$ cat config.mk
export PLATFORM = sky130hd
export DESIGN_NAME = ram_arbiter_flat
export DESIGN_NICKNAME = d
export VERILOG_FILES = /design/src/rtl/ram_arbiter_if.sv /design/src/rtl/ram_arbiter.sv /design/src/flat_wrapper.sv
export SDC_FILE = /design/constraint.sdc
export NUM_CORES = 1
export LEC_CHECK = 0
export ABC_AREA = 1
export BUFFER_PORTS_ARGS = -buffer_cell sky130_fd_sc_hd__buf_4
export CAP_MARGIN = 15
export CORE_AREA = 5 5 55 57
export DETAILED_ROUTE_END_ITERATION = 12
export DIE_AREA = 0 0 60 62
export HOLD_SLACK_MARGIN = 0.15
export PLACE_DENSITY = 0.85
export REMOVE_ABC_BUFFERS = 1
export SYNTH_ARGS = -nofsm -noshare
export SYNTH_HDL_FRONTEND = slang
export SYNTH_SLANG_ARGS = --single-unit
$ cat constraint.sdc
create_clock -name clk -period 2.85 [get_ports clk]
set_clock_uncertainty 0.05 [all_clocks]
set_input_delay 0.57 -clock clk [delete_from_list [all_inputs] [get_ports clk]]
set_output_delay 0.57 -clock clk [all_outputs]
set_load 0.02 [all_outputs]
$ cat src/rtl/ram_arbiter_if.sv
// Requester-side and Ram-side signal bundle for ram_arbiter.
// slave is the arbiter's view; master is the requesters plus the Ram.
interface ram_arbiter_if #(
    parameter int unsigned DATA_W = 8,
    parameter int unsigned ADDR_W = 4
);
    logic              req0, req1;
    logic              wr0, wr1;
    logic [ADDR_W-1:0] adr0, adr1;
    logic [DATA_W-1:0] dataIn0, dataIn1;
    logic              gnt0, gnt1;
    logic              rdValid0, rdValid1;
    logic [DATA_W-1:0] rdData;
    logic              ramRd, ramWr;
    logic [ADDR_W-1:0] ramAdr;
    logic [DATA_W-1:0] ramDataIn;
    logic [DATA_W-1:0] ramDataOut;

    modport slave (
        input  req0, req1, wr0, wr1, adr0, adr1, dataIn0, dataIn1, ramDataOut,
        output gnt0, gnt1, rdValid0, rdValid1, rdData,
               ramRd, ramWr, ramAdr, ramDataIn
    );

    modport master (
        output req0, req1, wr0, wr1, adr0, adr1, dataIn0, dataIn1, ramDataOut,
        input  gnt0, gnt1, rdValid0, rdValid1, rdData,
               ramRd, ramWr, ramAdr, ramDataIn
    );
endinterface

$ cat src/rtl/ram_arbiter.sv
// Round-robin, burst-capped arbiter sharing one single-port Ram between
// two requesters; returns registered read data with per-requester valid.
module ram_arbiter #(
    parameter int unsigned DATA_W    = 8,
    parameter int unsigned ADDR_W    = 4,
    parameter int unsigned MAX_BURST = 4
) (
    input logic           clk,
    input logic           rstN,
    ram_arbiter_if.slave  bus
);
    localparam int unsigned CNT_W = $clog2(MAX_BURST + 1);
    localparam logic [CNT_W-1:0] CAP = CNT_W'(MAX_BURST);

    typedef enum logic [1:0] {IDLE, OWN0, OWN1} state_t;

    state_t           state;
    logic             last;
    logic [CNT_W-1:0] cnt;

    logic             access0, access1, rd0, rd1;
    logic             own_req, oth_req, oth_idx, idle_win;
    logic [CNT_W-1:0] cnt_inc;

    // Grants come straight from the state flops, so reset drops them at once.
    assign bus.gnt0 = (state == OWN0);
    assign bus.gnt1 = (state == OWN1);

    assign access0 = bus.gnt0 & bus.req0;
    assign access1 = bus.gnt1 & bus.req1;
    assign rd0     = access0 & ~bus.wr0;
    assign rd1     = access1 & ~bus.wr1;

    assign bus.ramRd = rd0 | rd1;
    assign bus.ramWr = (access0 & bus.wr0) | (access1 & bus.wr1);

    always_comb begin
        bus.ramAdr    = ADDR_W'(0);
        bus.ramDataIn = DATA_W'(0);
        if (access0) begin
            bus.ramAdr    = bus.adr0;
            bus.ramDataIn = bus.dataIn0;
        end else if (access1) begin
            bus.ramAdr    = bus.adr1;
            bus.ramDataIn = bus.dataIn1;
        end
    end

    // Owner/other views of the request lines; tie in IDLE goes to the non-last side.
    always_comb begin
        own_req  = (state == OWN1) ? bus.req1 : bus.req0;
        oth_req  = (state == OWN1) ? bus.req0 : bus.req1;
        oth_idx  = (state == OWN0);
        idle_win = (bus.req0 & bus.req1) ? ~last : bus.req1;
        cnt_inc  = cnt + CNT_W'(1);
    end

    always_ff @(posedge clk or negedge rstN) begin
        if (!rstN) begin
            state        <= IDLE;
            last         <= 1'b1;
            cnt          <= '0;
            bus.rdValid0 <= 1'b0;
            bus.rdValid1 <= 1'b0;
            bus.rdData   <= '0;
        end else begin
            bus.rdValid0 <= rd0;
            bus.rdValid1 <= rd1;
            if (rd0 | rd1) bus.rdData <= bus.ramDataOut;

            case (state)
                IDLE: begin
                    if (bus.req0 | bus.req1) begin
                        state <= idle_win ? OWN1 : OWN0;
                        last  <= idle_win;
                        cnt   <= '0;
                    end
                end
                OWN0, OWN1: begin
                    if (own_req) begin
                        if (cnt_inc == CAP) begin
                            cnt <= '0;
                            if (oth_req) begin
                                state <= oth_idx ? OWN1 : OWN0;
                                last  <= oth_idx;
                            end
                        end else begin
                            cnt <= cnt_inc;
                        end
                    end else begin
                        cnt <= '0;
                        if (oth_req) begin
                            state <= oth_idx ? OWN1 : OWN0;
                            last  <= oth_idx;
                        end else begin
                            state <= IDLE;
                        end
                    end
                end
                default: begin
                    state <= IDLE;
                    cnt   <= '0;
                end
            endcase
        end
    end
endmodule
$ cat src/flat_wrapper.sv
// flat-port wrapper written by rule: the top's interface ports become plain ports
module ram_arbiter_flat 
#(
    parameter int unsigned DATA_W    = 8,
    parameter int unsigned ADDR_W    = 4,
    parameter int unsigned MAX_BURST = 4
)
  (clk, rstN, bus_req0, bus_req1, bus_wr0, bus_wr1, bus_adr0, bus_adr1, bus_dataIn0, bus_dataIn1, bus_ramDataOut, bus_gnt0, bus_gnt1, bus_rdValid0, bus_rdValid1, bus_rdData, bus_ramRd, bus_ramWr, bus_ramAdr, bus_ramDataIn);
  ram_arbiter_if #(.DATA_W(DATA_W), .ADDR_W(ADDR_W)) bus_i ();
  input logic clk;
  input logic rstN;
  input wire logic [$bits(bus_i.req0)-1:0] bus_req0;
  input wire logic [$bits(bus_i.req1)-1:0] bus_req1;
  input wire logic [$bits(bus_i.wr0)-1:0] bus_wr0;
  input wire logic [$bits(bus_i.wr1)-1:0] bus_wr1;
  input wire logic [$bits(bus_i.adr0)-1:0] bus_adr0;
  input wire logic [$bits(bus_i.adr1)-1:0] bus_adr1;
  input wire logic [$bits(bus_i.dataIn0)-1:0] bus_dataIn0;
  input wire logic [$bits(bus_i.dataIn1)-1:0] bus_dataIn1;
  input wire logic [$bits(bus_i.ramDataOut)-1:0] bus_ramDataOut;
  output wire logic [$bits(bus_i.gnt0)-1:0] bus_gnt0;
  output wire logic [$bits(bus_i.gnt1)-1:0] bus_gnt1;
  output wire logic [$bits(bus_i.rdValid0)-1:0] bus_rdValid0;
  output wire logic [$bits(bus_i.rdValid1)-1:0] bus_rdValid1;
  output wire logic [$bits(bus_i.rdData)-1:0] bus_rdData;
  output wire logic [$bits(bus_i.ramRd)-1:0] bus_ramRd;
  output wire logic [$bits(bus_i.ramWr)-1:0] bus_ramWr;
  output wire logic [$bits(bus_i.ramAdr)-1:0] bus_ramAdr;
  output wire logic [$bits(bus_i.ramDataIn)-1:0] bus_ramDataIn;
  assign bus_i.req0 = bus_req0;
  assign bus_i.req1 = bus_req1;
  assign bus_i.wr0 = bus_wr0;
  assign bus_i.wr1 = bus_wr1;
  assign bus_i.adr0 = bus_adr0;
  assign bus_i.adr1 = bus_adr1;
  assign bus_i.dataIn0 = bus_dataIn0;
  assign bus_i.dataIn1 = bus_dataIn1;
  assign bus_i.ramDataOut = bus_ramDataOut;
  assign bus_gnt0 = bus_i.gnt0;
  assign bus_gnt1 = bus_i.gnt1;
  assign bus_rdValid0 = bus_i.rdValid0;
  assign bus_rdValid1 = bus_i.rdValid1;
  assign bus_rdData = bus_i.rdData;
  assign bus_ramRd = bus_i.ramRd;
  assign bus_ramWr = bus_i.ramWr;
  assign bus_ramAdr = bus_i.ramAdr;
  assign bus_ramDataIn = bus_i.ramDataIn;
  ram_arbiter #(.DATA_W(DATA_W), .ADDR_W(ADDR_W), .MAX_BURST(MAX_BURST)) u_core (.clk(clk), .rstN(rstN), .bus(bus_i));
endmodule
Word level (Yosys, flattened, before mapping)
Cells that the tools add are included.

Output and inout port bits: 26. Word-level logic and storage cells: 55. Flip-flop bits (word level): 16.

$add $sub $neg: 1. Bitwise gates (word level): 13. Muxes and demuxes: 24. Eq/ne operators: 6. Reduce and logical (&&, ||, !) cells: 5.

Operators by type and width (number): 2-to-1 mux 8 bit (2); 2-to-1 mux 2 bit (7); 2-to-1 mux 3 bit (3); 2-to-1 mux 4 bit (2); AND 1 bit (7); 2-to-1 mux 1 bit (7); inequality test 3 bit, second input constant (2); case mux 3 bit (2 select lines) (1); AND reduction 3 bit (2); case mux 2 bit (2 select lines) (1); adder 3 x 1 -> 3 bit, second input constant (1); equality test 3 bit, second input constant (1); inverter 1 bit (3); OR 1 bit (3); equality test 2 x 1 -> 1 bit, second input constant (1); equality test 2 bit, second input constant (1); zero test 2 bit (1); inequality test 2 x 1 -> 1 bit, second input constant (1); case mux 1 bit (2 select lines) (1); nonzero test 2 bit (1); OR reduction 2 bit (1).

Longest topological paths before layout
Gate-level depths: netlist of the first run.

Depth after elaboration: 6. Depth in mapped cells: 11. Depth with buffers taken out: 11.

Worst setup path before layout of the first run
Ideal clock, no wire load.

Path kind: register to output. Start point: reg u_core.state[1]. End point: out bus_ramAdr[0]. Required time: 2230 ps. Arrival: 1454 ps. Buffers on the path: 1. Setup slack: 776 ps. Cell stages (with the launch flop): 8. Cells stage by stage: dfrtp_1 -> inv_1 -> ha_1 -> nand2_2 -> inv_1 -> buf_2 -> nand2_1 -> nand2_1.

Elaborated cells between the ends (all ways): 6.

RTL lines: start, declared (line ram_arbiter.sv:17) `state_t state;`; start signal, assigned (line ram_arbiter.sv:74) `state <= idle_win ? OWN1 : OWN0;`; start signal, assigned (line ram_arbiter.sv:84) `state <= oth_idx ? OWN1 : OWN0;`; start signal, assigned (line ram_arbiter.sv:93) `state <= oth_idx ? OWN1 : OWN0;`; equality test 2 x 1 -> 1 bit (line ram_arbiter.sv:26) `assign bus.gnt0 = (state == OWN0);`; named net bus_gnt0 (line flat_wrapper.sv:21) `output wire logic [$bits(bus_i.gnt0)-1:0] bus_gnt0;`; AND 1 bit (line ram_arbiter.sv:29) `assign access0 = bus.gnt0 & bus.req0;`; 2-to-1 mux 4 bit (line ram_arbiter.sv:40) `if (access0) begin`; end, declared (line flat_wrapper.sv:28) `output wire logic [$bits(bus_i.ramAdr)-1:0] bus_ramAdr;`.

The timed path passes the listed nets, and every way through them passes these cells.

Worst setup path after layout of the first run
Start point: reg u_core.state[1]. End point: out bus_ramWr.

Longest elaborated chain between the ends: 4. Elaborated cells between the ends (all ways): 7.

RTL lines: equality test 2 x 1 -> 1 bit / equality test 2 bit (equally long branches) (line ram_arbiter.sv:26, ram_arbiter.sv:27); AND 1 bit, on equally long branches (line ram_arbiter.sv:29, ram_arbiter.sv:30); AND 1 bit (line ram_arbiter.sv:35) `assign bus.ramWr = (access0 & bus.wr0) | (access1 & bus.wr1);`; OR 1 bit * (line ram_arbiter.sv:35); end, declared (line flat_wrapper.sv:27) `output wire logic [$bits(bus_i.ramWr)-1:0] bus_ramWr;`.

Mark *: on every way between the ends. The rest lies on a longest branch, timed or not.

==> results.yml, run 1 <==
global_routing:
  overflow: 0
  grt_pass1_vias: 1168
  grt_pass1_wl_um: 4420
  gr-usage-all-layers: 0.154
  grt_max_degree: 18
  antenna_found_initial: 0
critical_path:
  crit_type: "reg -> out"
  cp-end-kind: "primary output"
  crit_path_cell_trace: "inv_1 > ha_1 > nand2_2 > inv_1 > a22o_1 > buf_4"
  cp.required_ns: 2.23
  reg2reg_from: "u_core.state[1]"
  worstPathArrival_ns: 1.94
  cp_max_fo: 15
  start_kind: "register"
  r2r_end: "u_core.bus.rdData[7]"
  critPathMaxStageDelay_ns: 0.42
  slowest_stage: "dfrtp_1"
  reg2regPathDepth: 5
  cp_common_cell: "inv_1"
  rrSetupSlack_ns: 1.13
drt:
  routed_wl_um: 2750
  dr_total_vias: 1192
  antenna_left: 0
  vias_per_cell: 4.66
  drt_iter0_drc: 33
  first_pass_iters: 4
  drc: 0
  wire_per_inst_um: 10.8
worst_hold_path:
  hp-class: "in -> reg"
  min_from: "bus_wr0"
  worstHoldEndpoint: "u_core.bus.rdValid0"
  hold_path_depth: 2
logic_synthesis:
  synthTopCellsByCount: "65 x nand2_1, 24 x inv_1, 18 x nand3_1, 15 x dfrtp_1, 10 x o21ai_0"
  synth_edf_count: 0
  synth_top_area_cell: "dfrtp_1"
  yosys_most_used_dff: "dfrtp_1"
  seq_area_frac_synth: 0.366
  yosysUniqueCellTypes: 18
  synthCells: 162
  synth_top_area_frac: 0.342
  yosys.cell_count.top_type: "nand2_1"
  synth_area_mm2: 0.00110
  ys_ff_latch: 16
  synthArstFlopShare: 1.00
  syn_avg_cell_area_um2: 6.78
  ys_top_cells_by_area: "dfrtp_1 34%, nand2_1 22%, nand3_1 8.2%, inv_1 8.2%, ha_1 8.0%"
  yosys_warnings: 0
timing:
  min_period_ns: 2.56
  finalCritPeriodShare: 0.899
  worst_pin_slew_ns: 0.437
  final.setup.tns_ns: 0
  fmax_ghz: 0.390
  hold_viol_final: 0
  grt_setup_unrepaired: "no"
  worst_slack_ns: 0.287
  whs_ns: 0.420
  final-setup-viol-count: 0
  slew_headroom: 0.709
  final_max_slew_viol_count: 0
clock_network:
  cts_tree: "done"
  clk-insertion-delay-late_ns: 0.29
  clock-root-buffer: "clkbuf_4"
  clock_path_buffers: 2
  h-tree-depth: 1
  cts_sinks: 16
  numCtsBuffers: 3
  clk_pin_slew_ns: 0.08
placement:
  place.gp.congestion: 0.918
  dp_slack_ns: 0.609
  hpwlAfterDp_um: 2330
  dpl_cell_area_mm2: 0.00158
  dp.cells: 251
  port_buffers: 63
floorplan:
  start_util: 0.452
  die-area_mm2: 0.00372
  std_cell_rows: 18
  ios: 64
  die_y_um: 62
  die_w_um: 60
  core_area_mm2: 0.00243
job:
  drv_cap: 0
final_layout:
  final_cells: 256
  fillers: 228
  nets: 272
  regArea_um2: 402
  antenna_cells: 0
  multiInputGateArea_um2: 578
  drive_above_1_share: 0.327
  utilization: 0.670
  area_growth_pct: 48.4
  fin_area_mm2: 0.00163
pwr:
  powerDensity_mw_per_mm2: 841
  total_power_mw: 1.37
  ir_drop_v: 0.000609
  p_leak_nw: 0.960
outcome:
  status: "finished clean"
[state kept, by name, indices dropped and copies added, names as in the netlist]
name	count
u_core.bus.rdValid1	1
u_core.last	1
u_core.bus.rdData	8
u_core.state	2
u_core.cnt	3
u_core.bus.rdValid0	1
[critical path, delay by kind of cell (launching register included)]
kind,cells,cell delay [ns]
buf+inv,3,0.48
compound gates,1,0.26
simple gates,1,0.26
flops,1,0.42
fa+ha+maj,1,0.23
[final cells by class]
class,count,area share
Multi-Input combinational cell,117,0.355
Timing Repair Buffer,64,0.296
Sequential cell,16,0.246
Inverter,25,0.0576
Tap cell,30,0.0230
Clock buffer,4,0.0223
[power by group]
part	switching [mW]	internal [mW]	leakage, nW
Clock	0.0696	0.0778	0.0210
Combinational	0.503	0.336	0.738
Sequential	0.0616	0.324	0.202
[worst max-delay path by stage]
stage / start / end / slack (ns) / cells after the start
2_1_floorplan: u_core.state[1] / bus_ramWr / 0.65 / 5
3_3_place_gp: u_core.state[1] / bus_ramWr / 0.65 / 6
3_5_place_dp: u_core.state[1] / bus_ramWr / 0.61 / 6
4_1_cts: u_core.state[1] / bus_ramWr / 0.27 / 6
5_1_grt: u_core.state[1] / bus_ramWr / 0.13 / 6
6_report: u_core.state[1] / bus_ramWr / 0.29 / 6
[kinds of logic (layout without fill, tap and decap cells)]
logic type               Yosys count  after routing  share of synthesized area
adder cells (fa/ha/maj)            7              7                     0.0797
AO/OA/AOI/OAI                     17             17                     0.0980
flip-flops                        16             16                      0.366
buffers and inverters             29             93                      0.108
AND/OR/NAND/NOR                   93             93                      0.349
[per-layer routing]
metal,track usage,vias up,routed length [um]
met1,0.175,501,1110
met3,0.0661,2,371
met4,0.0348,0,14
met2,0.270,61,1250
met5,0,-,0
li1,-,628,-
[cell usage in the layout, fill, tap and decap left out, drive strengths merged]
master	netlist	routed
ha	7	7
nand2	67	67
o21ai	11	11
inv	25	25
dlygate4sd3	0	1
nand3	19	19
a22o	1	1
dfrtp	15	15
o22ai	1	1
a21oi	4	4
dfstp	1	1
clkbuf	1	4
buf	3	63
nor2	7	7
[repair_timing]
item,4_1_cts,5_1_grt
setup buffers,0,0
hold endpoints to repair,15,0
hold buffers,1,0
gates resized for setup,0,0
Power figures use the tool's default switching activity.
==> inputs of run 2 (changes only) <==
CORE_AREA = 5 5 43 73   (was 5 5 55 57)
CTS_CLUSTER_DIAMETER = 200   (was default)
DIE_AREA = 0 0 48 78   (was 0 0 60 62)
PLACE_DENSITY = 0.84   (was 0.85)
==> results.yml, run 2 (synthesis gave the netlist of run 1 again) <==
outcome:
  status: "finished clean"
placement:
  hpwlAfterDp_um: 2480
  place.gp.congestion: 0.841
  dp.cells: 249
  dp_slack_ns: 0.718
  port_buffers: 63
  dpl_cell_area_mm2: 0.00159
pwr:
  switching_share: 0.455
  p_leak_nw: 0.972
  ir_drop_v: 0.000421
  power_frac_clock: 0.123
  p_int_mw: 0.768
  pwr-share-seq: 0.272
  comb_power_share: 0.604
  power_switching_mw: 0.642
  powerDensity_mw_per_mm2: 855
  total_power_mw: 1.41
timing:
  whs_ns: 0.437
  worst_slack_ns: 0.480
  hold_viol_final: 0
  finalCritPeriodShare: 0.832
  grt_setup_unrepaired: "no"
  fmax_ghz: 0.422
  min_period_ns: 2.37
  final.setup.tns_ns: 0
  worst_pin_slew_ns: 0.367
  final-setup-viol-count: 0
  final_max_slew_viol_count: 0
  slew_headroom: 0.755
floorplan:
  ios: 64
  std_cell_rows: 24
  die_y_um: 78
  die-area_mm2: 0.00374
  core_area_mm2: 0.00246
  die_w_um: 48
  start_util: 0.446
critical_path:
  r2r_end: "u_core.bus.rdData[2]"
  start_kind: "register"
  critPathMaxStageDelay_ns: 0.42
  crit_type: "reg -> out"
  worstPathArrival_ns: 1.75
  cp.required_ns: 2.23
  rrSetupSlack_ns: 1.17
  cp-end-kind: "primary output"
  reg2regPathDepth: 8
  reg2reg_from: "u_core.state[1]"
  crit_path_cell_trace: "inv_1 > ha_1 > nand2_1 > inv_1 > nand3_1 > nand2_1 > buf_4"
  cp_max_fo: 13
  slowest_stage: "dfrtp_1"
final_layout:
  drive_above_1_share: 0.329
  top_regs: "u_core.bus.rdData: 8 flops, u_core.cnt: 3 flops, u_core.state: 2 flops"
  largest_reg_flops: 8
  area_growth_pct: 50.1
  final_cell_mix: "65 x nand2_1, 65 x buf_4, 24 x inv_1"
  antenna_cells: 0
  nets: 274
  utilization: 0.670
  fin_area_mm2: 0.00165
  final_cells: 254
  regMostFlops: "u_core.bus.rdData"
drt:
  routed_wl_um: 2960
  drc: 0
  first_pass_iters: 4
  wire_per_inst_um: 11.6
  vias_per_cell: 4.63
  antenna_left: 0
  dr_total_vias: 1177
  drt_iter0_drc: 13
clock_network:
  cts_sinks: 16
  clk_pin_slew_ns: 0.06
  cts_tree: "done"
  h-tree-depth: 1
  clk-insertion-delay-late_ns: 0.24
  post_cts_resized: 0
  clock_path_buffers: 2
  clock-root-buffer: "clkbuf_8"
  numCtsBuffers: 3
global_routing:
  grt_max_degree: 17
  overflow: 0
  gr-usage-all-layers: 0.172
  antenna_found_initial: 0
  grt_pass1_vias: 1267
  grt_pass1_wl_um: 4910
worst_hold_path:
  worstHoldEndpoint: "u_core.last"
  hold_path_depth: 2
  hp-class: "reg -> reg"
  min_from: "u_core.last"
job:
  drv_cap: 0
-- run 2: cell types whose count changed in the layout (fill, tap and decap cells not counted) --
cell      previous run  this run
clkbuf_1             0         1
clkbuf_4             3         0
clkbuf_8             1         3
buf_4               63        65
-- run 2: how the worst max path moves through the flow --
stage                          from          endpoint  slack, ns  cells after the start
floorplan           u_core.state[1]         bus_ramWr       0.65                      5
CTS                 u_core.state[0]  bus_ramDataIn[7]       0.46                      7
detailed placement  u_core.state[0]  bus_ramDataIn[7]       0.72                      7
global placement           bus_req1         bus_ramWr       0.79                      5
finish              u_core.state[0]  bus_ramDataIn[7]       0.48                      7
global route        u_core.state[0]     bus_ramAdr[3]       0.34                      7
-- run 2: power groups by stage --
stage	clock network (mW)	logic (mW)	registers [mW]
final	0.174	0.852	0.384
after global routing	0.187	0.957	0.395
after CTS	0.176	0.866	0.385
after detailed placement	0	0.857	0.389
after global placement	0	0.846	0.384
after floorplan	0	0.459	0.453
-- run 2: cell type report --
class                   instances  area [um2]
clock buffers                   4        45.0
fillers                       216         813
flip-flops and latches         16         402
multi-input cells             117         578
inverters                      25        93.8
repair buffers                 66         498
well taps                      26        32.5
-- run 2: critical path, delay by kind of cell (launching register included) --
family | cells | cell delay, ns
adders and majority gates | 1 | 0.20
buffers and inverters | 3 | 0.56
DFF | 1 | 0.42
and+or+nand+nor | 3 | 0.33
-- run 2: per-layer routing --
| layer | wire [um] | GRT usage | vias to the layer above |
|---|---|---|---|
| met5 | 0 | 0 | - |
| met2 | 1700 | 0.321 | 44 |
| li1 | - | - | 631 |
| met4 | 29 | 0.0539 | 0 |
| met3 | 217 | 0.0324 | 4 |
| met1 | 1010 | 0.174 | 498 |
-- run 2: timing repair --
item,CTS,global route
setup buffers,0,0
endpoints found under the setup margin,0,0
endpoints found under the hold margin,15,0
hold buffers,1,0
==> inputs of run 3 (changes only) <==
CORE_AREA = 5 5 45 75   (was 5 5 43 73)
DIE_AREA = 0 0 50 80   (was 0 0 48 78)
PLACE_DENSITY = 0.79   (was 0.84)
clock period = 2.19 ns   (was 2.85 ns; I/O delays follow)
==> results.yml, run 3 (synthesis gave the netlist of run 1 again) <==
critical_path:
  worstPathArrival_ns: 1.62
  critPathMaxStageDelay_ns: 0.40
  worst-path-buf-inv: 3
  cp_top_family: "buffers and inverters"
  crit_end: "bus_ramWr"
  cp_common_cell: "buf_4"
  crit_path_cell_trace: "buf_4 > ha_2 > nand2_4 > clkinvlp_4 > a22o_1 > buf_4"
  crit_type: "reg -> out"
  rrSetupSlack_ns: 0.58
  reg2reg_from: "u_core.state[1]"
  path_depth: 6
  reg2regPathDepth: 8
  crit_path_start: "u_core.state[1]"
  r2r_end: "u_core.bus.rdData[2]"
  slowest_stage: "dfrtp_1"
  cp_max_fo: 6
  start_kind: "register"
  cp-end-kind: "primary output"
  cp.required_ns: 1.70
clock_network:
  numCtsBuffers: 3
  clk_pin_slew_ns: 0.06
  cts_sinks: 16
  clock_path_buffers: 2
  clock-root-buffer: "clkbuf_8"
  clk-insertion-delay-late_ns: 0.25
  cts_tree: "done"
  h-tree-depth: 1
timing:
  final.setup.tns_ns: 0
  finalCritPeriodShare: 0.965
  hold_viol_final: 0
  min_period_ns: 2.11
  slew_headroom: 0.857
  final-setup-viol-count: 0
  final_max_slew_viol_count: 0
  worst_pin_slew_ns: 0.215
  fmax_ghz: 0.473
  grt_setup_unrepaired: "no"
final_layout:
  final_cell_mix: "66 x buf_4, 64 x nand2_1, 21 x inv_1"
  regMostFlops: "u_core.bus.rdData"
  top_regs: "u_core.bus.rdData: 8 flops, u_core.cnt: 3 flops, u_core.state: 2 flops"
  mostFrequentLayoutCell: "buf_4"
  drive_above_1_share: 0.369
  area_growth_pct: 57.3
  largest_reg_flops: 8
  utilization: 0.642
  nets: 279
  antenna_cells: 0
placement:
  port_buffers: 63
  place.gp.congestion: 0.831
  hpwlAfterDp_um: 2360
global_routing:
  gr-usage-all-layers: 0.152
  grt_pass1_vias: 1142
  antenna_found_initial: 0
  grt_max_degree: 17
  overflow: 0
  grt_pass1_wl_um: 4820
pwr:
  p_leak_nw: 0.994
  powerDensity_mw_per_mm2: 1110
  ir_drop_v: 0.000540
floorplan:
  die_y_um: 80
  core_area_mm2: 0.00269
  start_util: 0.408
  die-area_mm2: 0.00400
  std_cell_rows: 25
  die_w_um: 50
  ios: 64
drt:
  wire_per_inst_um: 11.6
  drt_iter0_drc: 22
  drc: 0
  routed_wl_um: 3020
  vias_per_cell: 4.83
  first_pass_iters: 4
  dr_total_vias: 1255
  antenna_left: 0
worst_hold_path:
  hold_path_depth: 2
  hp-class: "in -> reg"
outcome:
  status: "finished clean"
job:
  drv_cap: 0
[run 3: cell types whose count changed in the layout (fill, tap and decap cells not counted), moves of 2 or more]
cell / before / now
ha_1: 7 / 5
ha_2: 0 / 2
clkinvlp_4: 0 / 3
inv_1: 24 / 21
nand2_4: 0 / 2
[run 3: per-stage QoR]
stage                     area [um2]  std cells  total power, mW  setup slack (ns)  hold WS, ns
after floorplan                 1070        158             1.19             0.126       0.0924
after global placement          1600        250             1.60             0.256        0.260
after detailed placement        1600        250             1.62             0.195        0.260
after CTS                       1670        257             1.88            0.0432        0.325
after global routing            1730        260             2.09           0.00446        0.330
final                           1730        260             1.92            0.0777        0.328
[run 3: layout make-up]
type,instances,area (um2)
sequential,16,402
timing repair buffer,69,537
inverter,25,100
timing repair inverter,2,15.0
tap,27,33.8
multi-input combinational,117,596
fill,243,962
clock buffer,4,45.0
[run 3: worst reg2reg max path, cell delays in order (launching register included)]
cell and delay (ns):
dfrtp_1 0.40, inv_1 0.08, ha_2 0.23, nand2_4 0.09
buf_6 0.16, o22ai_4 0.15, buf_4 0.22, nand2_1 0.07
o21ai_0 0.07
[run 3: report_power, final]
group,internal (mW),switching (mW)
clock network,0.129,0.0996
registers,0.422,0.0744
logic,0.501,0.694
[run 3: how the worst min path moves through the flow]
stage                 start                   end  slack (ns)
floorplan              rstN  u_core.bus.rdData[0]        0.09
finish              bus_wr0   u_core.bus.rdValid0        0.33
global placement       rstN  u_core.bus.rdData[7]        0.26
global route        bus_wr0   u_core.bus.rdValid0        0.33
detailed placement     rstN  u_core.bus.rdData[7]        0.26
CTS                 bus_wr0   u_core.bus.rdValid0        0.32
[run 3: repair_timing]
item	in CTS	in global routing
gates resized for setup	2	9
hold buffers	1	0
endpoints found under the setup margin	13	14
setup buffers	1	2
pin swaps	0	1
hold endpoints to repair	15	0
cloned	1	1
[run 3: per-layer routing]
metal	vias to the layer above	global-route usage	share of wire
met4	0	0.0709	0.025
li1	644	-	-
met3	7	0.0318	0.073
met5	-	0	0
met1	560	0.173	0.35
met2	44	0.263	0.56
